### src/rtl/axi_conf_pkg.sv
// Shared AXI4 channel payloads and request/response bundles for the cut connector.
// Struct field widths are fixed here; connector width parameters must match them.
package axi_conf;

  localparam int unsigned AXI_DATA_WIDTH = 64;
  localparam int unsigned AXI_ADDR_WIDTH = 64;
  localparam int unsigned AXI_ID_WIDTH   = 4;
  localparam int unsigned AXI_USER_WIDTH = 1;
  localparam int unsigned AXI_STRB_WIDTH = AXI_DATA_WIDTH / 8;

  localparam int unsigned CUT_AW = 0;
  localparam int unsigned CUT_W  = 1;
  localparam int unsigned CUT_B  = 2;
  localparam int unsigned CUT_AR = 3;
  localparam int unsigned CUT_R  = 4;

  typedef struct packed {
    logic [AXI_ID_WIDTH-1:0]   id;
    logic [AXI_ADDR_WIDTH-1:0] addr;
    logic [7:0]                len;
    logic [2:0]                size;
    logic [1:0]                burst;
    logic                      lock;
    logic [3:0]                cache;
    logic [2:0]                prot;
    logic [3:0]                qos;
    logic [3:0]                region;
    logic [AXI_USER_WIDTH-1:0] user;
  } aw_chan_t;

  typedef struct packed {
    logic [AXI_ID_WIDTH-1:0]   id;
    logic [AXI_ADDR_WIDTH-1:0] addr;
    logic [7:0]                len;
    logic [2:0]                size;
    logic [1:0]                burst;
    logic                      lock;
    logic [3:0]                cache;
    logic [2:0]                prot;
    logic [3:0]                qos;
    logic [3:0]                region;
    logic [AXI_USER_WIDTH-1:0] user;
  } ar_chan_t;

  typedef struct packed {
    logic [AXI_DATA_WIDTH-1:0] data;
    logic [AXI_STRB_WIDTH-1:0] strb;
    logic                      last;
    logic [AXI_USER_WIDTH-1:0] user;
  } w_chan_t;

  typedef struct packed {
    logic [AXI_ID_WIDTH-1:0]   id;
    logic [1:0]                resp;
    logic [AXI_USER_WIDTH-1:0] user;
  } b_chan_t;

  typedef struct packed {
    logic [AXI_ID_WIDTH-1:0]   id;
    logic [AXI_DATA_WIDTH-1:0] data;
    logic [1:0]                resp;
    logic                      last;
    logic [AXI_USER_WIDTH-1:0] user;
  } r_chan_t;

  typedef struct packed {
    aw_chan_t aw;
    logic     aw_valid;
    w_chan_t  w;
    logic     w_valid;
    logic     b_ready;
    ar_chan_t ar;
    logic     ar_valid;
    logic     r_ready;
  } req_t;

  typedef struct packed {
    logic    aw_ready;
    logic    ar_ready;
    logic    w_ready;
    logic    b_valid;
    b_chan_t b;
    logic    r_valid;
    r_chan_t r;
  } resp_t;

endpackage

### src/rtl/axi_master_cut_connector_slice.sv
// Generic valid/ready channel stage: either a 2-entry spill register (1-cycle latency,
// full throughput) or plain wires.
module axi_chan_slice #(
  parameter type T      = logic,
  parameter bit  BYPASS = 1'b0
) (
  input  logic clk_i,
  input  logic rst_ni,
  input  logic valid_i,
  output logic ready_o,
  input  T     data_i,
  output logic valid_o,
  input  logic ready_i,
  output T     data_o,
  output logic empty_o
);

  if (BYPASS) begin : g_bypass
    logic unused_clk_rst;
    assign unused_clk_rst = clk_i ^ rst_ni;
    assign valid_o = valid_i;
    assign ready_o = ready_i;
    assign data_o  = data_i;
    assign empty_o = 1'b1;
  end else begin : g_cut
    logic a_full_q, b_full_q;
    T     a_q, b_q;
    logic a_drain, in_fire;

    assign a_drain = a_full_q && ready_i;
    assign in_fire = valid_i && !b_full_q;

    // Entry a always feeds the output; b only fills when a is stuck, so upstream
    // ready depends on registered state alone.
    always_ff @(posedge clk_i or negedge rst_ni) begin
      if (!rst_ni) begin
        a_full_q <= 1'b0;
        b_full_q <= 1'b0;
        a_q      <= '0;
        b_q      <= '0;
      end else if (b_full_q) begin
        if (a_drain) begin
          a_q      <= b_q;
          b_full_q <= 1'b0;
        end
      end else if (in_fire) begin
        if (!a_full_q || a_drain) begin
          a_q      <= data_i;
          a_full_q <= 1'b1;
        end else begin
          b_q      <= data_i;
          b_full_q <= 1'b1;
        end
      end else if (a_drain) begin
        a_full_q <= 1'b0;
      end
    end

    assign ready_o = !b_full_q;
    assign valid_o = a_full_q;
    assign data_o  = a_q;
    assign empty_o = !a_full_q;
  end

endmodule

### src/rtl/axi_master_cut_connector.sv
// Drives a flattened AXI4 master port from an axi_conf req/resp pair with optional
// per-channel register cuts and per-direction outstanding-burst limiting.
module axi_master_cut_connector
  import axi_conf::*;
#(
  parameter int unsigned DATA_WIDTH  = axi_conf::AXI_DATA_WIDTH,
  parameter int unsigned STRB_WIDTH  = DATA_WIDTH / 8,
  parameter int unsigned ADDR_WIDTH  = axi_conf::AXI_ADDR_WIDTH,
  parameter int unsigned ID_WIDTH    = axi_conf::AXI_ID_WIDTH,
  parameter int unsigned USER_WIDTH  = axi_conf::AXI_USER_WIDTH,
  parameter logic [4:0]  CUT_MASK    = 5'b11111,
  parameter int unsigned MAX_WR_TXNS = 8,
  parameter int unsigned MAX_RD_TXNS = 8,
  localparam int unsigned WR_CW      = $clog2(MAX_WR_TXNS + 1),
  localparam int unsigned RD_CW      = $clog2(MAX_RD_TXNS + 1)
) (
  input  logic                  clk_i,
  input  logic                  rst_ni,
  input  axi_conf::req_t        axi_req_i,
  output axi_conf::resp_t       axi_resp_o,

  output logic [ID_WIDTH-1:0]   m_axi_awid,
  output logic [ADDR_WIDTH-1:0] m_axi_awaddr,
  output logic [7:0]            m_axi_awlen,
  output logic [2:0]            m_axi_awsize,
  output logic [1:0]            m_axi_awburst,
  output logic                  m_axi_awlock,
  output logic [3:0]            m_axi_awcache,
  output logic [2:0]            m_axi_awprot,
  output logic [3:0]            m_axi_awqos,
  output logic [3:0]            m_axi_awregion,
  output logic [USER_WIDTH-1:0] m_axi_awuser,
  output logic                  m_axi_awvalid,
  input  logic                  m_axi_awready,

  output logic [DATA_WIDTH-1:0] m_axi_wdata,
  output logic [STRB_WIDTH-1:0] m_axi_wstrb,
  output logic                  m_axi_wlast,
  output logic [USER_WIDTH-1:0] m_axi_wuser,
  output logic                  m_axi_wvalid,
  input  logic                  m_axi_wready,

  input  logic [ID_WIDTH-1:0]   m_axi_bid,
  input  logic [1:0]            m_axi_bresp,
  input  logic [USER_WIDTH-1:0] m_axi_buser,
  input  logic                  m_axi_bvalid,
  output logic                  m_axi_bready,

  output logic [ID_WIDTH-1:0]   m_axi_arid,
  output logic [ADDR_WIDTH-1:0] m_axi_araddr,
  output logic [7:0]            m_axi_arlen,
  output logic [2:0]            m_axi_arsize,
  output logic [1:0]            m_axi_arburst,
  output logic                  m_axi_arlock,
  output logic [3:0]            m_axi_arcache,
  output logic [2:0]            m_axi_arprot,
  output logic [3:0]            m_axi_arqos,
  output logic [3:0]            m_axi_arregion,
  output logic [USER_WIDTH-1:0] m_axi_aruser,
  output logic                  m_axi_arvalid,
  input  logic                  m_axi_arready,

  input  logic [ID_WIDTH-1:0]   m_axi_rid,
  input  logic [DATA_WIDTH-1:0] m_axi_rdata,
  input  logic [1:0]            m_axi_rresp,
  input  logic                  m_axi_rlast,
  input  logic [USER_WIDTH-1:0] m_axi_ruser,
  input  logic                  m_axi_rvalid,
  output logic                  m_axi_rready,

  output logic [WR_CW-1:0]      wr_outstanding_o,
  output logic [RD_CW-1:0]      rd_outstanding_o,
  output logic                  idle_o
);

  localparam logic [WR_CW-1:0] WR_MAX = WR_CW'(MAX_WR_TXNS);
  localparam logic [RD_CW-1:0] RD_MAX = RD_CW'(MAX_RD_TXNS);

  aw_chan_t aw_m;
  ar_chan_t ar_m;
  w_chan_t  w_m;
  b_chan_t  b_in, b_up;
  r_chan_t  r_in, r_up;
  logic     aw_m_valid, aw_m_ready, ar_m_valid, ar_m_ready;
  logic     aw_up_ready, w_up_ready, ar_up_ready, b_up_valid, r_up_valid;
  logic     wr_room, rd_room, wr_inc, wr_dec, rd_inc, rd_dec;
  logic [4:0] slice_empty;
  logic [WR_CW-1:0] wr_cnt_q;
  logic [RD_CW-1:0] rd_cnt_q;

  axi_chan_slice #(.T(aw_chan_t), .BYPASS(!CUT_MASK[CUT_AW])) u_aw_slice (
    .clk_i, .rst_ni,
    .valid_i(axi_req_i.aw_valid), .ready_o(aw_up_ready), .data_i(axi_req_i.aw),
    .valid_o(aw_m_valid), .ready_i(aw_m_ready), .data_o(aw_m), .empty_o(slice_empty[CUT_AW])
  );

  axi_chan_slice #(.T(w_chan_t), .BYPASS(!CUT_MASK[CUT_W])) u_w_slice (
    .clk_i, .rst_ni,
    .valid_i(axi_req_i.w_valid), .ready_o(w_up_ready), .data_i(axi_req_i.w),
    .valid_o(m_axi_wvalid), .ready_i(m_axi_wready), .data_o(w_m), .empty_o(slice_empty[CUT_W])
  );

  axi_chan_slice #(.T(b_chan_t), .BYPASS(!CUT_MASK[CUT_B])) u_b_slice (
    .clk_i, .rst_ni,
    .valid_i(m_axi_bvalid), .ready_o(m_axi_bready), .data_i(b_in),
    .valid_o(b_up_valid), .ready_i(axi_req_i.b_ready), .data_o(b_up), .empty_o(slice_empty[CUT_B])
  );

  axi_chan_slice #(.T(ar_chan_t), .BYPASS(!CUT_MASK[CUT_AR])) u_ar_slice (
    .clk_i, .rst_ni,
    .valid_i(axi_req_i.ar_valid), .ready_o(ar_up_ready), .data_i(axi_req_i.ar),
    .valid_o(ar_m_valid), .ready_i(ar_m_ready), .data_o(ar_m), .empty_o(slice_empty[CUT_AR])
  );

  axi_chan_slice #(.T(r_chan_t), .BYPASS(!CUT_MASK[CUT_R])) u_r_slice (
    .clk_i, .rst_ni,
    .valid_i(m_axi_rvalid), .ready_o(m_axi_rready), .data_i(r_in),
    .valid_o(r_up_valid), .ready_i(axi_req_i.r_ready), .data_o(r_up), .empty_o(slice_empty[CUT_R])
  );

  always_comb begin
    b_in      = '0;
    b_in.id   = m_axi_bid;
    b_in.resp = m_axi_bresp;
    b_in.user = m_axi_buser;
    r_in      = '0;
    r_in.id   = m_axi_rid;
    r_in.data = m_axi_rdata;
    r_in.resp = m_axi_rresp;
    r_in.last = m_axi_rlast;
    r_in.user = m_axi_ruser;
  end

  always_comb begin
    axi_resp_o          = '0;
    axi_resp_o.aw_ready = aw_up_ready;
    axi_resp_o.w_ready  = w_up_ready;
    axi_resp_o.ar_ready = ar_up_ready;
    axi_resp_o.b_valid  = b_up_valid;
    axi_resp_o.b        = b_up;
    axi_resp_o.r_valid  = r_up_valid;
    axi_resp_o.r        = r_up;
  end

  // The gate only ever holds back a new burst: once awvalid/arvalid is high the
  // registered count cannot reach the limit until that very beat handshakes.
  assign wr_room       = wr_cnt_q < WR_MAX;
  assign rd_room       = rd_cnt_q < RD_MAX;
  assign m_axi_awvalid = aw_m_valid && wr_room;
  assign aw_m_ready    = m_axi_awready && wr_room;
  assign m_axi_arvalid = ar_m_valid && rd_room;
  assign ar_m_ready    = m_axi_arready && rd_room;

  assign m_axi_awid     = aw_m.id;
  assign m_axi_awaddr   = aw_m.addr;
  assign m_axi_awlen    = aw_m.len;
  assign m_axi_awsize   = aw_m.size;
  assign m_axi_awburst  = aw_m.burst;
  assign m_axi_awlock   = aw_m.lock;
  assign m_axi_awcache  = aw_m.cache;
  assign m_axi_awprot   = aw_m.prot;
  assign m_axi_awqos    = aw_m.qos;
  assign m_axi_awregion = aw_m.region;
  assign m_axi_awuser   = aw_m.user;
  assign m_axi_wdata    = w_m.data;
  assign m_axi_wstrb    = w_m.strb;
  assign m_axi_wlast    = w_m.last;
  assign m_axi_wuser    = w_m.user;
  assign m_axi_arid     = ar_m.id;
  assign m_axi_araddr   = ar_m.addr;
  assign m_axi_arlen    = ar_m.len;
  assign m_axi_arsize   = ar_m.size;
  assign m_axi_arburst  = ar_m.burst;
  assign m_axi_arlock   = ar_m.lock;
  assign m_axi_arcache  = ar_m.cache;
  assign m_axi_arprot   = ar_m.prot;
  assign m_axi_arqos    = ar_m.qos;
  assign m_axi_arregion = ar_m.region;
  assign m_axi_aruser   = ar_m.user;

  assign wr_inc = m_axi_awvalid && m_axi_awready;
  assign wr_dec = m_axi_bvalid && m_axi_bready;
  assign rd_inc = m_axi_arvalid && m_axi_arready;
  assign rd_dec = m_axi_rvalid && m_axi_rready && m_axi_rlast;

  // Counters track bursts as seen by the slave; a response with nothing
  // outstanding is a protocol error and the count stays at zero.
  always_ff @(posedge clk_i or negedge rst_ni) begin
    if (!rst_ni) begin
      wr_cnt_q <= '0;
      rd_cnt_q <= '0;
    end else begin
      if (wr_inc && !wr_dec) wr_cnt_q <= wr_cnt_q + WR_CW'(1);
      else if (wr_dec && !wr_inc && wr_cnt_q != '0) wr_cnt_q <= wr_cnt_q - WR_CW'(1);
      if (rd_inc && !rd_dec) rd_cnt_q <= rd_cnt_q + RD_CW'(1);
      else if (rd_dec && !rd_inc && rd_cnt_q != '0) rd_cnt_q <= rd_cnt_q - RD_CW'(1);
    end
  end

  wr_underflow_a: assert property (@(posedge clk_i) disable iff (!rst_ni)
    !(wr_dec && !wr_inc && wr_cnt_q == '0));
  rd_underflow_a: assert property (@(posedge clk_i) disable iff (!rst_ni)
    !(rd_dec && !rd_inc && rd_cnt_q == '0));

  assign wr_outstanding_o = wr_cnt_q;
  assign rd_outstanding_o = rd_cnt_q;
  assign idle_o           = (wr_cnt_q == '0) && (rd_cnt_q == '0) && (&slice_empty);

endmodule

### config.mk
export PLATFORM = sky130hd
export DESIGN_NAME = axi_master_cut_connector
export DESIGN_NICKNAME = d
export VERILOG_FILES = /design/src/rtl/axi_conf_pkg.sv /design/src/rtl/axi_master_cut_connector_slice.sv /design/src/rtl/axi_master_cut_connector.sv
export SDC_FILE = /design/constraint.sdc
export NUM_CORES = 1
export LEC_CHECK = 0
export BUFFER_PORTS_ARGS = -buffer_cell sky130_fd_sc_hd__buf_2
export CAP_MARGIN = 25
export CORE_AREA = 2 2 284 286
export CTS_BUF_LIST = sky130_fd_sc_hd__clkbuf_8 sky130_fd_sc_hd__clkbuf_16
export CTS_CLUSTER_SIZE = 40
export DETAILED_ROUTE_END_ITERATION = 10
export DIE_AREA = 0 0 286 288
export SKIP_CTS_REPAIR_TIMING = 1
export SLEW_MARGIN = 20
export SYNTH_ARGS = -nofsm -noshare
export SYNTH_HDL_FRONTEND = slang
export SYNTH_SLANG_ARGS = --single-unit
export TNS_END_PERCENT = 30
### constraint.sdc
create_clock -name clk_i -period 2.25 [get_ports clk_i]
set_input_delay 0.1125 -clock clk_i [delete_from_list [all_inputs] [get_ports clk_i]]
set_output_delay 0.1125 -clock clk_i [all_outputs]
set_load 0.005 [all_outputs]
# After elaboration in Yosys (flattened, before gate mapping)
# Cells that the tools add are included.
# W data, S select, Z words.
[op_classes]
addsub = 4
multipliers = 0
div_mod_pow = 0
order_cmp = 2
eq_ne = 10
n_shift = 0
n_mux = 59
bitwise = 10
reduce_logical = 81
[op_table]
columns = ["op", "n"]
rows = [
  ["$mux W98", 8],
  ["$mux W74", 4],
  ["$mux W72", 4],
  ["$reduce_and A3 Y1", 15],
  ["$mux W1", 35],
  ["$reduce_bool A2 Y1", 17],
  ["$mux W7", 4],
  ["$logic_and A1 B1 Y1", 25],
  ["$ne A2 B2 Y1 const B", 9],
  ["$mux W4", 4],
  ["$logic_not A1 Y1", 14],
  ["$not A1 Y1", 10],
  ["$add A4 B1 Y4 const B", 2],
  ["$logic_not A4 Y1", 2],
  ["$lt A4 B4 Y1 const B", 2],
  ["$reduce_bool A4 Y1", 2],
  ["$sub A4 B1 Y4 const B", 2],
  ["$logic_or A1 B1 Y1", 5],
  ["$reduce_and A5 Y1", 1],
  ["$ne A2 B1 Y1 const B", 1],
]
[totals]
ff_bits = 716
latch_bits = 0
ram_bits = 0
rom_bits = 0
in_bits = 361
out_inout_bits = 368
n_memories = 0

# Longest topological paths before layout
[depth]
depth_word = 8
depth_mapped = 8

# By module
# A second synthesis with hierarchy kept.
[hier_totals]
hier_cells = 1975
area_unflattened_um2 = 31196.2
[modules_own_cells]
columns = ["module", "n_inst", "cells_per_inst", "area_per_inst_um2"]
rows = [
  ["axi_chan_slice at u_ar_slice ...", 2, 533, 8500.7],
  ["axi_chan_slice at u_w_slice", 1, 407, 6527.5],
  ["axi_chan_slice at u_r_slice", 1, 394, 6309.8],
  ["axi_chan_slice at u_b_slice", 1, 48, 721.9],
  ["axi_master_cut_connector", 1, 60, 635.6],
]

# Worst setup path before layout
# No wires, ideal clock.
[synth_timing]
kind = "reg-to-reg"
startpoint = "register wr_cnt_q[3], in the netlist wr_outstanding_o[3]"
endpoint = "register wr_cnt_q[3], in the netlist wr_outstanding_o[3]"
setup_ps = 126
t_arrival_ps = 1830
t_required_ps = 2124
setup_slack_ps = 294
path_stages_with_launch = 8
path_buffers = 0
path_cell_list = "dfrtp_1 -> and3b_1 -> nand2_1 -> ha_1 -> a21o_1 -> a21oi_1 -> nand3_1 -> a221o_1"
[synth_via]
elab_chain_len = 7
[synth_lines]
columns = ["element", "line", "source"]
rows = [
  ["from (decl)", "axi_master_cut_connector.sv:88", "logic [WR_CW-1:0] wr_cnt_q;"],
  ["from (signal assigned)", "axi_master_cut_connector.sv:193", "if (wr_inc && !wr_dec) wr_cnt_q <= wr_cnt_q + WR_CW'(1);"],
  ["from (signal assigned)", "axi_master_cut_connector.sv:194", "else if (wr_dec && !wr_inc && wr_cnt_q != '0) wr_cnt_q <= wr_cnt_q - WR_CW'(1);"],
  ["$lt A4 B4 Y1", "axi_master_cut_connector.sv:147", "assign wr_room = wr_cnt_q < WR_MAX;"],
  ["$logic_and A1 B1 Y1", "axi_master_cut_connector.sv:149", "assign m_axi_awvalid = aw_m_valid && wr_room;"],
  ["$logic_and A1 B1 Y1", "axi_master_cut_connector.sv:181", "assign wr_inc = m_axi_awvalid && m_axi_awready;"],
  ["$logic_not A1 Y1", "axi_master_cut_connector.sv:194", ""],
  ["$logic_and A1 B1 Y1 (2 in series)", "axi_master_cut_connector.sv:194", ""],
  ["$reduce_bool A2 Y1 (no line)", "n/a", ""],
]
# Several ways; a longest one is shown, not always the timed one. The select of a mux whose other input is x is not followed.
# A chain may end at the register's enable or synchronous reset.

# Worst setup path after layout
[layout_timing]
startpoint = "register wr_cnt_q[3], in the netlist wr_outstanding_o[3]"
endpoint = "output idle_o"
[layout_via]
elab_chain_len = 3
[layout_lines]
columns = ["element", "line", "source"]
rows = [
  ["$logic_not A4 Y1", "axi_master_cut_connector.sv:207", "assign idle_o = (wr_cnt_q == '0) && (rd_cnt_q == '0) && (&slice_empty);"],
  ["$logic_and A1 B1 Y1 (2 in series)", "axi_master_cut_connector.sv:207", ""],
  ["to (decl)", "axi_master_cut_connector.sv:73", "output logic idle_o"],
]
# No other way between the ends.

==> summary.md <==
| Metric | Value |
|---|---|
| WP data required | between 2 and 2.5 ns |
| Leakage | roughly 0.019 uW |
| Number of fill cells | around 6.9k |
| CTS Buf Count | slightly below 80 |
| RSZ-0062 raised after global routing | false |
| HPWL after DPL | 61800 um |
| Total GRT Usage | between 20% and 30% |
| Worst-Margin Slew | a little over 0.7 ns |
| R2R depth | 7 |
| TritonCTS clock tree | built |
| Clk_lat worst skew | ~0.63 ns |
| Core area | between 70000 and 80000 sq um |
| Die Height | 288 um |
| First-pass GRT wire length | roughly 130000 um |
| Worst slack, placed | 0.202 ns |
| Final period util | around 95% |
| Worst EP arrival | 2.02 ns |
| Max-cap violations | 0 |
| Cells after synthesis | approximately 2.4k |
| Longest Clk Path Bufs | 3 |
| Max Transition Viols Final | 0 |
| Status | finished, final reports clean |
| Relative slew slack | a little over half |
| Final hold violations | 0 |
| Reg2reg start | u_aw_slice.valid_o$_DFFE_PN0P_ |
| Num rows | 104 |
| Wire per inst | between 15 and 20 um |
| GRT overflow | 0 |
| Syn. warnings | 0 |
| Most common cell after layout, fill and taps aside | buf_2 |
| Routed WL | ~88000 um |
| VDD IR max | a little over 800 uV |
| # IOs | between 700 and 800 |
| Vias/cell | just under 5 |
| Die ar. | just over 80000 sq um |
| Worst min-delay path class | in2async |
| Total power | 59500 uW |
| Crit path max fanout | 7 |
| Final setup fails | 0 |
| Crit. End Element | primary output |
| Final #Nets | between 3k and 4k |
| Vias | around 22k |
| Root Buffer | clkbuf_16 |
| Iter 0 DRT Violations | ~1.2k |
| Clock skew | around 0.028 ns |
| Cell variety after synth | 38 |
| Reg-to-Reg End | wr_outstanding_o[3]$_DFFE_PN0P_ |
| Initial Util | between 30 and 40% |
| Mean post-synth cell area | 12.6 sq um |
| Tmin final | around 2.1 ns |
| First drt pass iteration count | 5 |
| CP endpoint | idle_o |
| Most frequent cells in the layout | buf_2, dfrtp_1, dlygate4sd3_1 |
| PD cells | roughly 1400 nW/um^2 |
| Reg2Reg Setup Slack | approximately 0.17 ns |
| Setup crit start | wr_outstanding_o[3]$_DFFE_PN0P_ |
| Crit start category | flip-flop |
| #FFs+latches synth | 716 |
| Worst-path clk slew | ~0.06 ns |
| Port Buffers | 728 |
| Sink Count | 716 |
| Setup TNS | 0 ns |
| Share of layout cells above drive strength 1 | a little over a third |
| CTS H-tree lvls | 3 |
| Pin count of the biggest net entering global routing | 83 |
| Sequential fraction of the synthesis area | 60.0% |
| Max frequency | about 470 MHz |
| Vias in the first global route | around 22k |
| Area occupied by multi-input gates | approximately 11000 sq um |
| RePlAce Congestion | just over 0.8 |
| Seq. cell area | ~18000 sq um |
| Fin worst setup slack | about 0.11 ns |
| Post-Syn Nets | 2730 |
| Setup CP Type | reg2out |
| DRC errors left | 0 |
| Initial antenna violation count | 9 |
| Area grow syn2layout | 38.1% |
| Detail Route Antenna Nets | 0 |
| Synth Cell Area | between 20000 and 30000 sq um |
| Chip Width | 286 um |
## worst min-delay path by stage
| stage | start | to | slack [ns] | cells past startpoint |
|---|---|---|---|---|
| 2_1_floorplan | rst_ni | rd_outstanding_o[0]$_DFFE_PN0P_ | -0.18 | 0 |
| 3_3_place_gp | rst_ni | u_ar_slice.data_o[53]$_DFFE_PN0P_ | 0.15 | 1 |
| 3_5_place_dp | rst_ni | u_ar_slice.data_o[46]$_DFFE_PN0P_ | 0.16 | 1 |
| 4_1_cts | rst_ni | u_ar_slice.data_o[53]$_DFFE_PN0P_ | -0.53 | 1 |
| 5_1_grt | rst_ni | u_ar_slice.data_o[53]$_DFFE_PN0P_ | 0.1 | 2 |
| 6_report | rst_ni | u_ar_slice.data_o[53]$_DFFE_PN0P_ | 0.08 | 2 |
## final cells by class
type                       instances  area share, %
multi-input combinational       1480           27.0
tap                             1060           3.22
timing repair buffer            1162           20.0
sequential                       716           43.5
inverter                          10         0.0910
antenna                            7         0.0425
clock buffer                      93           5.26
clock inverter                    42          0.904
## synth_stat cells
master	n	share of area (%)
a21boi_0	1	0.025
a21o_1	2	0.050
a21oi_1	358	6.0
a221o_1	1	0.034
a22oi_1	2	0.050
a22oi_2	1	0.042
and3b_1	2	0.059
buf_1	6	0.075
buf_2	108	1.8
buf_4	18	0.45
buf_6	4	0.15
clkbuf_1	21	0.26
dfrtp_1	716	60
fa_1	2	0.13
ha_1	4	0.17
inv_1	10	0.13
mux2_1	21	0.79
mux2_2	331	12
mux2i_1	350	12
nand2_1	11	0.14
nand2b_1	7	0.15
nand3_1	3	0.050
nand3b_1	1	0.025
nand4_2	2	0.084
nor2_1	351	4.4
nor2_2	1	0.021
nor2b_1	2	0.042
nor3_1	3	0.050
nor3b_1	1	0.025
nor3b_2	1	0.042
nor4_1	2	0.042
o211ai_1	1	0.025
o21ai_0	12	0.20
o22a_1	1	0.029
o31a_1	1	0.029
or4_1	1	0.025
xnor2_1	1	0.029
xor2_1	3	0.088
## layer usage
metal | vias to the layer above | global-route usage, % | share of wire [%]
met3 | 198 | 5.91 | 6.1
met5 | - | 0 | 0.059
met2 | 574 | 33.3 | 50
met1 | 11158 | 23.9 | 40
met4 | 8 | 10.0 | 3.8
li1 | 10408 | - | -
## worst max-delay path, stage by stage (launching register included)
cell and delay, ns:
dfrtp_1 0.38, buf_4 0.16, or4_4 0.53, nor4_2 0.15, buf_2 0.19
## metrics by stage
step,hold slack [ns],area [sq um],utilization [%],std cells
after global placement,0.152,35000,43.9,4064
after global routing,0.0972,41200,51.8,4568
final,0.0781,41200,51.8,4570
after CTS,-0.525,37500,47.1,4199
after detailed placement,0.164,35000,43.9,4064
after floorplan,-0.183,29800,-,2363
## cell families (layout without fill, tap and decap cells)
logic type	Yosys count	in the layout	synth area share, %
mux	702	702	25.0
flops	716	716	60.0
xor+xnor	4	4	0.117
other cells	0	7	0
fa+ha+maj	6	6	0.302
simple gates	388	388	5.16
buf+inv	167	1307	2.88
compound gates	380	380	6.49
## state kept, by name, indices dropped and copies added (netlist names), 72 cells and up
register and flops:
u_r_slice.data_o 72, u_w_slice.data_o 74, u_r_slice.g_cut.b_q 72, u_ar_slice.g_cut.b_q 98
u_ar_slice.data_o 98, u_w_slice.g_cut.b_q 74, u_aw_slice.g_cut.b_q 98, u_aw_slice.data_o 98
## power by group
group	switching, uW	internal (uW)	leakage [uW]
Combinational	12200	11500	0.00953
Clock	5380	7250	0.00133
Sequential	3620	19600	0.00823
Total	21200	38400	0.0191
No activity file was read; power rests on OpenSTA's default activity.
